===== src/rtl/ref_clk_divider.sv =====
// Reference-clock divider: turns a one-hot ratio select into a 50%-duty clk/N output,
// switching ratio only at output-period boundaries so no runt pulses can appear.
module ref_clk_divider #(
   parameter int SYNC_STAGES = 2,
   parameter int DEFAULT_IDX = 1
) (
   input  logic       clk,
   input  logic       rstn,
   input  logic       en,
   input  logic [4:0] tgate_control,
   output logic       ref_clk_out,
   output logic       period_strobe,
   output logic [4:0] active_sel,
   output logic       update_pending,
   output logic       sel_err,
   output logic [1:0] dbg_state
);

   localparam logic [2:0] DEF_IDX = 3'(DEFAULT_IDX);
   localparam logic [4:0] DEF_SEL = 5'b00001 << DEF_IDX;

   typedef enum logic [1:0] {
      IDLE = 2'd0,
      HIGH = 2'd1,
      LOW  = 2'd2
   } state_t;

   state_t     state_q, state_d;
   logic [4:0] sync_q [SYNC_STAGES];
   logic [4:0] sync_sel;
   logic [2:0] ones;
   logic [2:0] set_idx;
   logic       sel_valid;
   logic [2:0] req_idx_q, req_idx_d;
   logic       sel_err_q, sel_err_d;
   logic       en_q;
   logic [7:0] cnt_q, cnt_d;
   logic [7:0] term_cnt;
   logic       cnt_done;
   logic [2:0] act_idx_q, act_idx_d;
   logic       ref_q, ref_d;
   logic       strobe_q, strobe_d;
   logic       upd_q, upd_d;

   always_ff @(posedge clk or negedge rstn) begin
      if (!rstn) begin
         for (int s = 0; s < SYNC_STAGES; s++) sync_q[s] <= DEF_SEL;
      end else begin
         sync_q[0] <= tgate_control;
         for (int s = 1; s < SYNC_STAGES; s++) sync_q[s] <= sync_q[s-1];
      end
   end

   assign sync_sel = sync_q[SYNC_STAGES-1];

   // Invalid (zero or multi-hot) selects fall back to the default ratio.
   always_comb begin
      ones    = '0;
      set_idx = DEF_IDX;
      for (int i = 0; i < 5; i++) begin
         if (sync_sel[i]) begin
            ones    = ones + 3'd1;
            set_idx = 3'(i);
         end
      end
      sel_valid = (ones == 3'd1);
      req_idx_d = sel_valid ? set_idx : DEF_IDX;
      sel_err_d = !sel_valid;
   end

   assign term_cnt = 8'hFF >> act_idx_q;
   assign cnt_done = (cnt_q == term_cnt);

   always_comb begin
      state_d   = state_q;
      cnt_d     = cnt_q;
      act_idx_d = act_idx_q;
      ref_d     = ref_q;
      strobe_d  = 1'b0;
      case (state_q)
         IDLE: begin
            ref_d = 1'b0;
            cnt_d = '0;
            if (en_q) begin
               state_d   = HIGH;
               act_idx_d = req_idx_q;
               ref_d     = 1'b1;
               strobe_d  = 1'b1;
            end
         end
         HIGH: begin
            if (cnt_done) begin
               state_d = LOW;
               cnt_d   = '0;
               ref_d   = 1'b0;
            end else begin
               cnt_d = cnt_q + 8'd1;
            end
         end
         LOW: begin
            // Period boundary: the only place besides IDLE where a new ratio loads.
            if (cnt_done) begin
               cnt_d = '0;
               if (en_q) begin
                  state_d   = HIGH;
                  act_idx_d = req_idx_q;
                  ref_d     = 1'b1;
                  strobe_d  = 1'b1;
               end else begin
                  state_d = IDLE;
               end
            end else begin
               cnt_d = cnt_q + 8'd1;
            end
         end
         default: begin
            state_d = IDLE;
            cnt_d   = '0;
            ref_d   = 1'b0;
         end
      endcase
      upd_d = (state_d != IDLE) && (req_idx_d != act_idx_d);
   end

   always_ff @(posedge clk or negedge rstn) begin
      if (!rstn) begin
         state_q   <= IDLE;
         cnt_q     <= '0;
         act_idx_q <= DEF_IDX;
         ref_q     <= 1'b0;
         strobe_q  <= 1'b0;
         upd_q     <= 1'b0;
         req_idx_q <= DEF_IDX;
         sel_err_q <= 1'b0;
         en_q      <= 1'b0;
      end else begin
         state_q   <= state_d;
         cnt_q     <= cnt_d;
         act_idx_q <= act_idx_d;
         ref_q     <= ref_d;
         strobe_q  <= strobe_d;
         upd_q     <= upd_d;
         req_idx_q <= req_idx_d;
         sel_err_q <= sel_err_d;
         en_q      <= en;
      end
   end

   assign ref_clk_out    = ref_q;
   assign period_strobe  = strobe_q;
   assign active_sel     = 5'b00001 << act_idx_q;
   assign update_pending = upd_q;
   assign sel_err        = sel_err_q;
   assign dbg_state      = state_q;

endmodule


===== config.mk =====
export PLATFORM = sky130hd
export DESIGN_NAME = ref_clk_divider
export DESIGN_NICKNAME = d
export VERILOG_FILES = /design/src/rtl/ref_clk_divider.sv
export SDC_FILE = /design/constraint.sdc
export NUM_CORES = 1
export LEC_CHECK = 0
export ABC_AREA = 1
export BUFFER_PORTS_ARGS = -buffer_cell sky130_fd_sc_hd__buf_2
export CAP_MARGIN = 20
export CORE_MARGIN = 2
export CORE_UTILIZATION = 55
export CTS_BUF_LIST = sky130_fd_sc_hd__clkbuf_8
export DETAILED_ROUTE_END_ITERATION = 10
export PLACE_DENSITY = 0.75
export SYNTH_ARGS = -nofsm -noshare
export SYNTH_HDL_FRONTEND = slang
export SYNTH_SLANG_ARGS = --single-unit

===== constraint.sdc =====
create_clock -name clk -period 5.7 [get_ports clk]
set_clock_uncertainty 0.15 [all_clocks]
set_input_delay 0.285 -clock clk [delete_from_list [all_inputs] [get_ports clk]]
set_output_delay 0.285 -clock clk [all_outputs]
set_load 0.1 [all_outputs]

==> results of run 1 <==
[cell usage after synthesis, drive strengths merged]
cell type  count
nand4          2
a31oi          1
xnor2          4
inv           36
ha            10
dfstp          4
nand3         23
a21oi          6
o21ai         11
nor3           4
buf            3
xor2           5
dfrtp         27
nand2         59
a32o           1
nor2          32
[flip-flops by register name, summed over array words and instances (netlist names)]
| signal | flops |
|---|---|
| cnt_q | 8 |
| sync_q | 5 |
| sync_sel | 5 |
| act_idx_q | 3 |
| req_idx_q | 3 |
| dbg_state | 2 |
| en_q | 1 |
| period_strobe | 1 |
| ref_clk_out | 1 |
| sel_err | 1 |
| update_pending | 1 |
[final cells by class]
cell class | count | area (um2)
clock buffers | 5 | 68.82
clock inverters | 3 | 16.27
fillers | 264 | 1018
inverters | 36 | 135.1
multi-input cells | 158 | 868.3
flip-flops and latches | 31 | 780.7
well taps | 44 | 55.05
repair buffers | 25 | 160.2
[logic make-up after synthesis]
group           after synthesis
compound gates               19
xor+xnor                      9
fa+ha+maj                    10
buf+inv                      39
flops                        31
simple gates                120
[path summary, 6_finish.rpt]
path | to | slack, ns | cells past startpoint
min in group asynchronous | sel_err | 0.41 | 2
min | sync_sel[0] | 0.19 | 0
max in group asynchronous | dbg_state[0] | 4.56 | 2
max reg2reg | update_pending | 2.63 | 19
max | update_pending | 2.63 | 19
min reg2reg | sync_sel[0] | 0.19 | 0
[stage by stage]
step,utilization,cells,hold WS (ns)
2_1_floorplan,-,228,-0.1606
3_3_place_gp,0.6218,287,0.1836
3_5_place_dp,0.6218,287,0.1885
4_1_cts,0.6718,302,0.1981
5_1_grt,0.6718,302,0.1993
6_report,0.6718,302,0.1927
[power breakdown]
part           leakage (nW)  internal [mW]  switching, mW  total [mW]
Clock                0.0453         0.0833         0.0820       0.165
Sequential            0.382          0.262         0.0537       0.316
Combinational         0.642          0.124          0.403       0.526
[metal layers]
metal | GRT usage | wire length (um)
met3 | 0.06723 | 185
met4 | 0.07903 | 52
met1 | 0.3082 | 1791
met5 | 0 | 0
met2 | 0.3313 | 1438
==> summary.md, run 1 <==
| Metric | Value |
|---|---|
| Antenna Nets Post-Route | `0` |
| Pwr/cell area | `483.3 nW/um2` |
| Simple-gate portion of the synthesized area | `0.3048` |
| ANT cells | `0` |
| Slew Viols, Final | `0` |
| Outcome | `finished clean` |
| Post-DP HPWL | `approximately 2500 um` |
| WL final | `3467 um` |
| HP Class | `register to register` |
| Post-layout nets | `275` |
| Top cell by count, worst path | `inv_1` |
| Initial antenna violation count | `0` |
| Cell row count | `20` |
| Adder-cell share of the synthesized area | `0.06911` |
| Design area | `2085 um2` |
| CTS resizes | `0` |
| Ys Warns | `0` |
| Lkg Pwr | `about 1.1 nW` |
| Hold buffer count at CTS | `7` |
| Largest net degree at the start of global routing | `32` |
| CP Class | `register to register` |
| Initial Utilization | `0.5835` |
| Worst setup SP type | `register` |
| Fin. Hold Viols | `0` |
| CTS tree | `done` |
| Synth top area share | `0.3732` |
| Commonest non-fill, non-tap cells in the layout | `51 x nand2_1, 34 x inv_1, 27 x dfrtp_1` |
| Maxcap violations | `0` |
| Synthesized flop and latch total | `31` |
| Max Fclk | `326.3 MHz` |
| Top delay family on crit path | `adder cells` |
| Area Overhead vs Synth | `15.13%` |
| DR vias/cell | `between 4 and 5` |
| Post-Synth XOR/XNOR Area | `0.04354` |
| CTS clk-pin slew, worst paths | `0.07 ns` |
| First-pass GRT wire length | `6016 um` |
| DR iter-0 viols | `71` |
| Seq/Total Area, Yosys | `0.4312` |
| Root Buffer | `clkbuf_8` |
| H-tree depth reported by CTS | `2` |
| Placed Area | `1929 um2` |
| Compound-Gate Fraction of Synth Area | `0.06220` |
| I/O Buffers | `18` |
| Initial DRT Pass Iterations | `4` |
| Total CTS buffers | `5` |
| CP max FO | `4` |
| Core region area | `3103 um2` |
| RR Startpoint | `sync_sel[1]` |
| Library cells used by synthesis | `27` |
| Tot GR Track Use | `0.2219` |
| Slew @ Worst Pin | `0.6504 ns` |
| GPL Wtd Cong | `around 0.87` |
| Vias | `1485` |
| Crit path largest cell delay | `0.53 ns` |
| Worst EP required | `5.74 ns` |
| Setup Buffers After CTS | `0` |
| CP Cell Sequence | `inv_1 > ha_1 > xor2_1 > ha_1 > o21ai_0 > inv_1 > ha_1 > nand2_1 > xnor2_1 > xnor2_1 > nand2_2 > nor2_2 > inv_1 > nand2_1 > nand2_1 > inv_1 > nand3_1 > nand2_1 > inv_1` |
| WP data arrival | `about 3.1 ns` |
| Worst Hold Launch | `sync_q[5]` |
| Min Tclk post-route | `3.065 ns` |
| Crit-path slowest cell | `dfstp_2` |
| Final setup margin | `roughly 2.6 ns` |
| Top-Level Pins | `19` |
| Die ar. | `~3800 um2` |
| Die X | `61.38 um` |
| Clock Sinks | `31` |
| Syn Std Cell Area | `roughly 1800 um2` |
| CP bufs+invs | `5` |
| Critical Path Source | `sync_sel[1]` |
| Setup TNS | `0 ns` |
| Most common cell after layout, fill and taps aside | `nand2_1` |
| VDD IR max | `0.4317 mV` |
| Drc violations | `0` |
| CP endpoint kind | `register` |
| Die Y | `61.38 um` |
| Share of cells above drive strength 1 | `0.1977` |
| Largest cells by area after synthesis | `dfrtp_1 37%, nand2_1 11%, ha_1 6.9%` |
| RSZ-0062 raised after global routing | `false` |
| Mux cell area share after synthesis | `0` |
| Relative slew slack | `0.5664` |
| Pre-CTS setup slack | `roughly 2.6 ns` |
| Endpoints failing setup | `0` |
| Synthesized area per cell | `~7.9 um2` |
| Clock buffer depth | `2` |
| Pwr Total | `1.007 mW` |
| Syn nets | `between 200 and 250` |
| Skew-Pair Late Insertion Delay | `0.29 ns` |
| DR WL/cell | `11.48 um` |
| Vias in the first global route | `1374` |
| Synth Instances | `228` |
| Final period util | `0.5377` |
| Largest family of logic cells by synthesized area | `simple AND/OR/NAND/NOR gates` |
| Top cell type by total area after synthesis | `dfrtp_1` |
| GR Overflow Total | `0` |
Note: power is estimated with default switching activity, not from simulation.
==> inputs of run 2 (changes only) <==
--- a/config.mk
+++ b/config.mk
@@ -12,7 +12,7 @@
 export CORE_UTILIZATION = 55
 export CTS_BUF_LIST = sky130_fd_sc_hd__clkbuf_8
 export DETAILED_ROUTE_END_ITERATION = 10
-export PLACE_DENSITY = 0.75
+export PLACE_DENSITY = 0.78
 export SYNTH_ARGS = -nofsm -noshare
 export SYNTH_HDL_FRONTEND = slang
 export SYNTH_SLANG_ARGS = --single-unit
==> constraint.sdc (replaced) <==
create_clock -name clk -period 2.79 [get_ports clk]
set_clock_uncertainty 0.15 [all_clocks]
set_input_delay 0.1395 -clock clk [delete_from_list [all_inputs] [get_ports clk]]
set_output_delay 0.1395 -clock clk [all_outputs]
set_load 0.1 [all_outputs]
==> run 2 against run 1 <==
Against the previous run:
- the flow now finishes with violations (negative setup slack)
- worst hold slack hardly changed
- first-iteration DRC count is 87% higher
- non-clock buffer count is 6 higher
- largest power group unchanged
- largest cell class unchanged
- sequential share of layout area is 2.8 points lower
- core utilization is 5.4 points higher
==> summary.md, run 2 (synthesis results as in run 1) <==
| Metric | Value |
|---|---|
| CP max FO | `4 (unchanged)` |
| Outcome | `finished, violations left (was finished clean)` |
| Largest net degree at the start of global routing | `32 (unchanged)` |
| DR WL/cell | `11.76 um (was 11.48 um)` |
| HP Class | `register to register (unchanged)` |
| Antenna Nets Post-Route | `0 (unchanged)` |
| Initial antenna violation count | `0 (unchanged)` |
| VDD IR max | `0.8119 mV (was 0.4317 mV)` |
| WP data arrival | `2.94 ns (was 3.10 ns)` |
| Initial Utilization | `0.5835 (unchanged)` |
| Share of cells above drive strength 1 | `0.2917 (was 0.1977)` |
| Die Y | `61.38 um (unchanged)` |
| Total CTS buffers | `5 (unchanged)` |
| FF+latch area | `780.7 um2 (unchanged)` |
| Drc violations | `0 (unchanged)` |
| CP Class | `register to register (unchanged)` |
| WL final | `3623 um (was 3467 um)` |
| GPL Wtd Cong | `0.8885 (was 0.8740)` |
| Crit-path slowest cell | `dfstp_2 (unchanged)` |
| Clock Sinks | `31 (unchanged)` |
| CP bufs+invs | `5 (unchanged)` |
| Top-Level Pins | `19 (unchanged)` |
| Worst EP required | `2.83 ns (was 5.74 ns)` |
| Fillcell total | `238 (was 264)` |
| RSZ-0062 raised after global routing | `true (was false)` |
| Setup TNS | `-0.1164 ns (was 0 ns)` |
| Slew Viols, Final | `0 (unchanged)` |
| Tot GR Track Use | `0.2193 (was 0.2219)` |
| Most common cell after layout, fill and taps aside | `nand2_1 (unchanged)` |
| I/O Buffers | `18 (unchanged)` |
| Post-DP HPWL | `2575 um (was 2506 um)` |
| GR Overflow Total | `0 (unchanged)` |
| Core region area | `3103 um2 (unchanged)` |
| Largest Register | `cnt_q (unchanged)` |
| Max Fclk | `344.1 MHz (was 326.3 MHz)` |
| Failing checks | `negative setup slack` |
| First-pass GRT wire length | `5927 um (was 6016 um)` |
| Final setup margin | `-0.1164 ns (was 2.635 ns)` |
| Maxcap violations | `0 (unchanged)` |
| Die ar. | `3767 um2 (unchanged)` |
| Vias | `1528 (was 1485)` |
| Post-layout nets | `281 (was 275)` |
| Pwr Total | `2.223 mW (was 1.007 mW)` |
| Skew-Pair Late Insertion Delay | `0.28 ns (was 0.29 ns)` |
| Lkg Pwr | `1.130 nW (was 1.069 nW)` |
| Pwr/cell area | `986.7 nW/um2 (was 483.3 nW/um2)` |
| Cell row count | `20 (unchanged)` |
| CP Cell Sequence | `inv_2 > ha_4 > xor2_2 > ha_1 > o21ai_2 > inv_1 > ha_2 > nand2_2 > xnor2_2 > xnor2_2 > nand2_4 > nor2_4 > inv_1 > nand2_1 > nand2_1 > inv_1 > nand3_2 > nand2_2 > inv_2 (was inv_1 > ha_1 > xor2_1 > ha_1 > o21ai_0 > inv_1 > ha_1 > nand2_1 > xnor2_1 > xnor2_1 > nand2_2 > nor2_2 > inv_1 > nand2_1 > nand2_1 > inv_1 > nand3_1 > nand2_1 > inv_1)` |
| Fin. Hold Viols | `0 (unchanged)` |
| DR vias/cell | `4.961 (was 4.917)` |
| Initial DRT Pass Iterations | `4 (unchanged)` |
| Slew @ Worst Pin | `0.6594 ns (was 0.6504 ns)` |
| Vias in the first global route | `1367 (was 1374)` |
| Clock buffer depth | `2 (unchanged)` |
| Final period util | `1.042 (was 0.5377)` |
| DR iter-0 viols | `133 (was 71)` |
| Commonest non-fill, non-tap cells in the layout | `47 x nand2_1, 30 x inv_1, 27 x dfrtp_1 (was 51 x nand2_1, 34 x inv_1, 27 x dfrtp_1)` |
| CTS clk-pin slew, worst paths | `0.07 ns (about the same)` |
| Root Buffer | `clkbuf_8 (unchanged)` |
| Relative slew slack | `0.5604 (was 0.5664)` |
| H-tree depth reported by CTS | `2 (unchanged)` |
| Crit path largest cell delay | `0.54 ns (was 0.53 ns)` |
| ANT cells | `0 (unchanged)` |
| Min Tclk post-route | `2.906 ns (was 3.065 ns)` |
| Area Overhead vs Synth | `24.46% (was 15.13%)` |
| Top cell by count, worst path | `inv_1 (unchanged)` |
| Endpoints failing setup | `1 (was 0)` |
| Worst hold slack | `0.1922 ns (was 0.1927 ns)` |
| Worst setup SP type | `register (unchanged)` |
| Die X | `61.38 um (unchanged)` |
| Top delay family on crit path | `adder cells (unchanged)` |
| CP endpoint kind | `register (unchanged)` |
| Max reg flops | `8 (unchanged)` |
| Multi-input gate area | `964.7 um2 (was 868.3 um2)` |
| CTS tree | `done (unchanged)` |
[run 2: final timing paths]
path | startpoint | end | slack (ns) | depth (start not counted)
min in group asynchronous | rstn | sel_err | 0.27 | 2
setup / recovery | sync_sel[1] | update_pending | -0.12 | 19
max in group asynchronous | rstn | cnt_q[3] | 1.78 | 2
hold reg to reg | sync_q[9] | sync_sel[4] | 0.19 | 0
setup reg to reg | sync_sel[1] | update_pending | -0.12 | 19
hold / removal | sync_q[9] | sync_sel[4] | 0.19 | 0
[run 2: where the power goes]
part           internal [mW]  switching, mW  leakage [nW]
logic                  0.284          0.858         0.690
clock network          0.265          0.168        0.0581
registers              0.535          0.113         0.382
total                   1.08           1.14          1.13
[run 2: per-stage QoR]
| stage | instances | util | area, um2 | setup slack (ns) |
|---|---|---|---|---|
| 6_report | 308 | 0.7262 | 2253 | -0.1164 |
| 2_1_floorplan | 228 | - | 1828 | 0.05319 |
| 3_3_place_gp | 290 | 0.6347 | 1969 | -0.007931 |
| 3_5_place_dp | 290 | 0.6347 | 1969 | -0.1093 |
| 4_1_cts | 305 | 0.6996 | 2171 | -0.07620 |
| 5_1_grt | 308 | 0.7262 | 2253 | -0.2546 |
[run 2: worst reg2reg max path: stages (launching register included)]
cell and delay [ns]:
dfstp_2 0.54, inv_2 0.05, ha_4 0.24, xor2_2 0.17, ha_1 0.30, o21ai_2 0.15
inv_1 0.06, ha_2 0.16, nand2_2 0.09, xnor2_2 0.13, xnor2_2 0.15, nand2_4 0.11
nor2_4 0.14, inv_1 0.05, nand2_1 0.05, nand2_1 0.05, inv_1 0.06, nand3_2 0.07
nand2_2 0.08, inv_2 0.03
[run 2: repair_timing]
action | in CTS | in global routing
gates resized for setup | 4 | 17
endpoints found under the hold margin | 33 | 0
pin swaps | 0 | 14
hold buffers | 7 | 0
buffers inserted | 0 | 3
setup endpoints to repair | 1 | 2
[run 2: routing by layer]
metal  vias to the layer above  part of all wire  global-route usage
li1                        780                 -                   -
met5                         -                 0                   0
met3                         6             0.062             0.05882
met4                         0             0.015             0.07903
met1                       694              0.49              0.3022
met2                        48              0.43              0.3359
[run 2: final cells by class]
class	instances	area share
clock buffer	5	0.03054
clock inverter	3	0.01943
inverter	36	0.05997
multi-input combinational	158	0.4281
sequential	31	0.3465
tap	44	0.02443
timing repair buffer	31	0.09106
==> inputs of run 3 (changes only) <==
--- a/config.mk
+++ b/config.mk
@@ -9,10 +9,10 @@
 export BUFFER_PORTS_ARGS = -buffer_cell sky130_fd_sc_hd__buf_2
 export CAP_MARGIN = 20
 export CORE_MARGIN = 2
-export CORE_UTILIZATION = 55
+export CORE_UTILIZATION = 40
 export CTS_BUF_LIST = sky130_fd_sc_hd__clkbuf_8
+export CTS_CLUSTER_DIAMETER = 40
 export DETAILED_ROUTE_END_ITERATION = 10
-export PLACE_DENSITY = 0.78
 export SYNTH_ARGS = -nofsm -noshare
 export SYNTH_HDL_FRONTEND = slang
 export SYNTH_SLANG_ARGS = --single-unit
==> run 3 against run 2 <==
Against the previous run:
- the flow still finishes with violations (negative setup slack)
- sequential share of layout area up 0.49 points
- design area down 1.4%
- critical path depth down 1
- die area up 35%
- first-iteration DRC count down 53%
- critical path type unchanged
- critical endpoint unchanged
- largest cell class unchanged
==> summary.md, run 3 (synthesis results as in run 1) <==
| Metric | Value |
|---|---|
| Top-Level Pins | `19 (unchanged)` |
| CP max FO | `4 (unchanged)` |
| Area Overhead vs Synth | `22.74% (was 24.46%)` |
| H-tree depth reported by CTS | `2 (unchanged)` |
| Pwr/cell area | `958.4 nW/um2 (was 986.7 nW/um2)` |
| Clock buffer depth | `2 (unchanged)` |
| Lkg Pwr | `1.117 nW (was 1.130 nW)` |
| Hold path cells | `0 (unchanged)` |
| Max Fclk | `347.8 MHz (was 344.1 MHz)` |
| DR WL/cell | `11.47 um (was 11.76 um)` |
| Pwr Total | `2.130 mW (was 2.223 mW)` |
| Worst EP required | `2.87 ns (was 2.83 ns)` |
| Fin. Hold Viols | `0 (unchanged)` |
| CP Class | `register to register (unchanged)` |
| Die ar. | `5080 um2 (was 3767 um2)` |
| Initial Utilization | `0.4158 (was 0.5835)` |
| Fillcell total | `412 (was 238)` |
| Sw Ratio | `0.5332 (was 0.5122)` |
| Power share of the clock group | `0.174 (was 0.195)` |
| Worst setup SP type | `register (unchanged)` |
| RSZ-0062 raised after global routing | `true (unchanged)` |
| ANT cells | `0 (unchanged)` |
| Commonest non-fill, non-tap cells in the layout | `50 x nand2_1, 32 x inv_1, 27 x dfrtp_1 (was 47 x nand2_1, 30 x inv_1, 27 x dfrtp_1)` |
| VDD IR max | `0.6877 mV (was 0.8119 mV)` |
| CP Cell Sequence | `inv_2 > ha_4 > xor2_2 > ha_1 > o21ai_2 > inv_1 > ha_2 > nand2_2 > xnor2_2 > xnor2_1 > nand2_2 > nor2_2 > inv_1 > nand3_1 > nand2_1 > nand3_1 > nand2_1 > inv_1 (was inv_2 > ha_4 > xor2_2 > ha_1 > o21ai_2 > inv_1 > ha_2 > nand2_2 > xnor2_2 > xnor2_2 > nand2_4 > nor2_4 > inv_1 > nand2_1 > nand2_1 > inv_1 > nand3_2 > nand2_2 > inv_2)` |
| Tot GR Track Use | `0.1614 (was 0.2193)` |
| Outcome | `finished, violations left (unchanged)` |
| R2R Setup Slk | `-0.09 ns (was -0.12 ns)` |
| Vias in the first global route | `1458 (was 1367)` |
| RR Startpoint | `sync_sel[1] (unchanged)` |
| Initial antenna violation count | `0 (unchanged)` |
| Antenna Nets Post-Route | `0 (unchanged)` |
| Post-DP HPWL | `2555 um (was 2575 um)` |
| Die X | `71.28 um (was 61.38 um)` |
| Share of cells above drive strength 1 | `0.2622 (was 0.2917)` |
| CTS tree | `done (unchanged)` |
| Most common cell after layout, fill and taps aside | `nand2_1 (unchanged)` |
| Post-layout nets | `284 (was 281)` |
| Min Tclk post-route | `2.875 ns (was 2.906 ns)` |
| I/O Buffers | `18 (unchanged)` |
| Endpoints failing setup | `1 (unchanged)` |
| Sink of the worst hold path | `sync_sel[4] (unchanged)` |
| Worst hold slack | `0.2004 ns (was 0.1922 ns)` |
| Skew-Pair Late Insertion Delay | `0.29 ns (was 0.28 ns)` |
| Core region area | `4354 um2 (was 3103 um2)` |
| Reg2reg end | `update_pending (unchanged)` |
| Slew @ Worst Pin | `0.6824 ns (was 0.6594 ns)` |
| Root Buffer | `clkbuf_8 (unchanged)` |
| Worst Hold Launch | `sync_q[9] (unchanged)` |
| Initial DRT Pass Iterations | `4 (unchanged)` |
| WP data arrival | `2.96 ns (was 2.94 ns)` |
| Final setup margin | `-0.08531 ns (was -0.1164 ns)` |
| Internal power | `994.1 uW (was 1.085 mW)` |
| HP Class | `register to register (unchanged)` |
| Flop pwr share | `0.302 (was 0.292)` |
| Total CTS buffers | `5 (unchanged)` |
| Top cell by count, worst path | `inv_1 (unchanged)` |
| Net Switching | `1.136 mW (was 1.139 mW)` |
| GPL Wtd Cong | `0.8473 (was 0.8885)` |
| Comb power frac | `0.524 (was 0.514)` |
| Slew Viols, Final | `0 (unchanged)` |
| Relative slew slack | `0.5451 (was 0.5604)` |
| Cell row count | `24 (was 20)` |
| Maxcap violations | `0 (unchanged)` |
| Largest Register | `cnt_q (unchanged)` |
| Drc violations | `0 (unchanged)` |
| CTS clk-pin slew, worst paths | `0.07 ns (about the same)` |
| CP endpoint kind | `register (unchanged)` |
| Final period util | `1.031 (was 1.042)` |
| Crit-path slowest cell | `dfstp_2 (unchanged)` |
| First-pass GRT wire length | `6458 um (was 5927 um)` |
| Crit path largest cell delay | `0.54 ns (about the same)` |
| DR vias/cell | `4.803 (was 4.961)` |
| DR iter-0 viols | `63 (was 133)` |
| GR Overflow Total | `0 (unchanged)` |
| Max reg flops | `8 (unchanged)` |
| Clock Sinks | `31 (unchanged)` |
| WL final | `3658 um (was 3623 um)` |
| R2r worst-path depth | `18 (was 19)` |
| Failing checks | `negative setup slack (unchanged)` |
| Vias | `1532 (was 1528)` |
| Die Y | `71.28 um (was 61.38 um)` |
| Largest net degree at the start of global routing | `32 (unchanged)` |
[run 3: worst max-delay path: cells and delay by family, from the launching register on]
family                     cells  cell delay [ns]
buffers and inverters          4             0.22
AOI/OAI and AO/OA              1             0.15
xor gates and xnor gates       3             0.44
adders and majority gates      3             0.69
and+or+nand+nor                7             0.63
DFF                            1             0.54
[run 3: layer usage]
layer,track usage,up-vias,part of all wire
li1,-,787,-
met5,0,-,0
met3,0.04360,4,0.052
met4,0.05451,0,0.0079
met1,0.2262,706,0.50
met2,0.2428,35,0.44
[run 3: how the worst max path moves through the flow]
stage / from / endpoint / cells past startpoint
3_3_place_gp: sync_sel[1] / update_pending / 19
3_5_place_dp: sync_sel[1] / update_pending / 17
4_1_cts: sync_sel[1] / update_pending / 17
5_1_grt: sync_sel[1] / update_pending / 18
2_1_floorplan: sync_sel[1] / update_pending / 19
6_report: sync_sel[1] / update_pending / 18
[run 3: repair_timing]
item                       4_1_cts  5_1_grt
pin swaps                        8        1
hold endpoints to repair        33        0
gates cloned                     0        0
gates resized for setup          6        3
hold buffers                     7        0
setup buffers                    4        2
setup endpoints to repair        1        2
[run 3: power groups by stage]
stage	registers (mW)	logic (mW)	clock network, mW
final	0.643	1.12	0.371
after global routing	0.658	1.22	0.408
after global placement	0.650	1.08	0
after detailed placement	0.650	1.08	0
after CTS	0.644	1.11	0.387
after floorplan	0.805	0.748	0
[run 3: area by class of cell]
class | instances | area, um2 | area share
clock buffers | 5 | 68.82 | 0.03097
clock inverters | 3 | 23.77 | 0.01070
multi-input cells | 158 | 917.1 | 0.4127
inverters | 36 | 135.1 | 0.06081
well taps | 52 | 65.06 | 0.02928
flip-flops and latches | 31 | 780.7 | 0.3514
repair buffers | 34 | 231.5 | 0.1042
[run 3: per-stage QoR]
step / TNS [ns] / setup WS (ns) / instances / util / area (um2)
2_1_floorplan: 0 / 0.05319 / 228 / - / 1828
3_3_place_gp: -0.02904 / -0.02904 / 299 / 0.4563 / 1987
3_5_place_dp: -0.1033 / -0.1033 / 299 / 0.4563 / 1987
4_1_cts: -0.05289 / -0.05289 / 318 / 0.5055 / 2201
5_1_grt: -0.2597 / -0.2597 / 319 / 0.5103 / 2222
6_report: -0.08531 / -0.08531 / 319 / 0.5103 / 2222
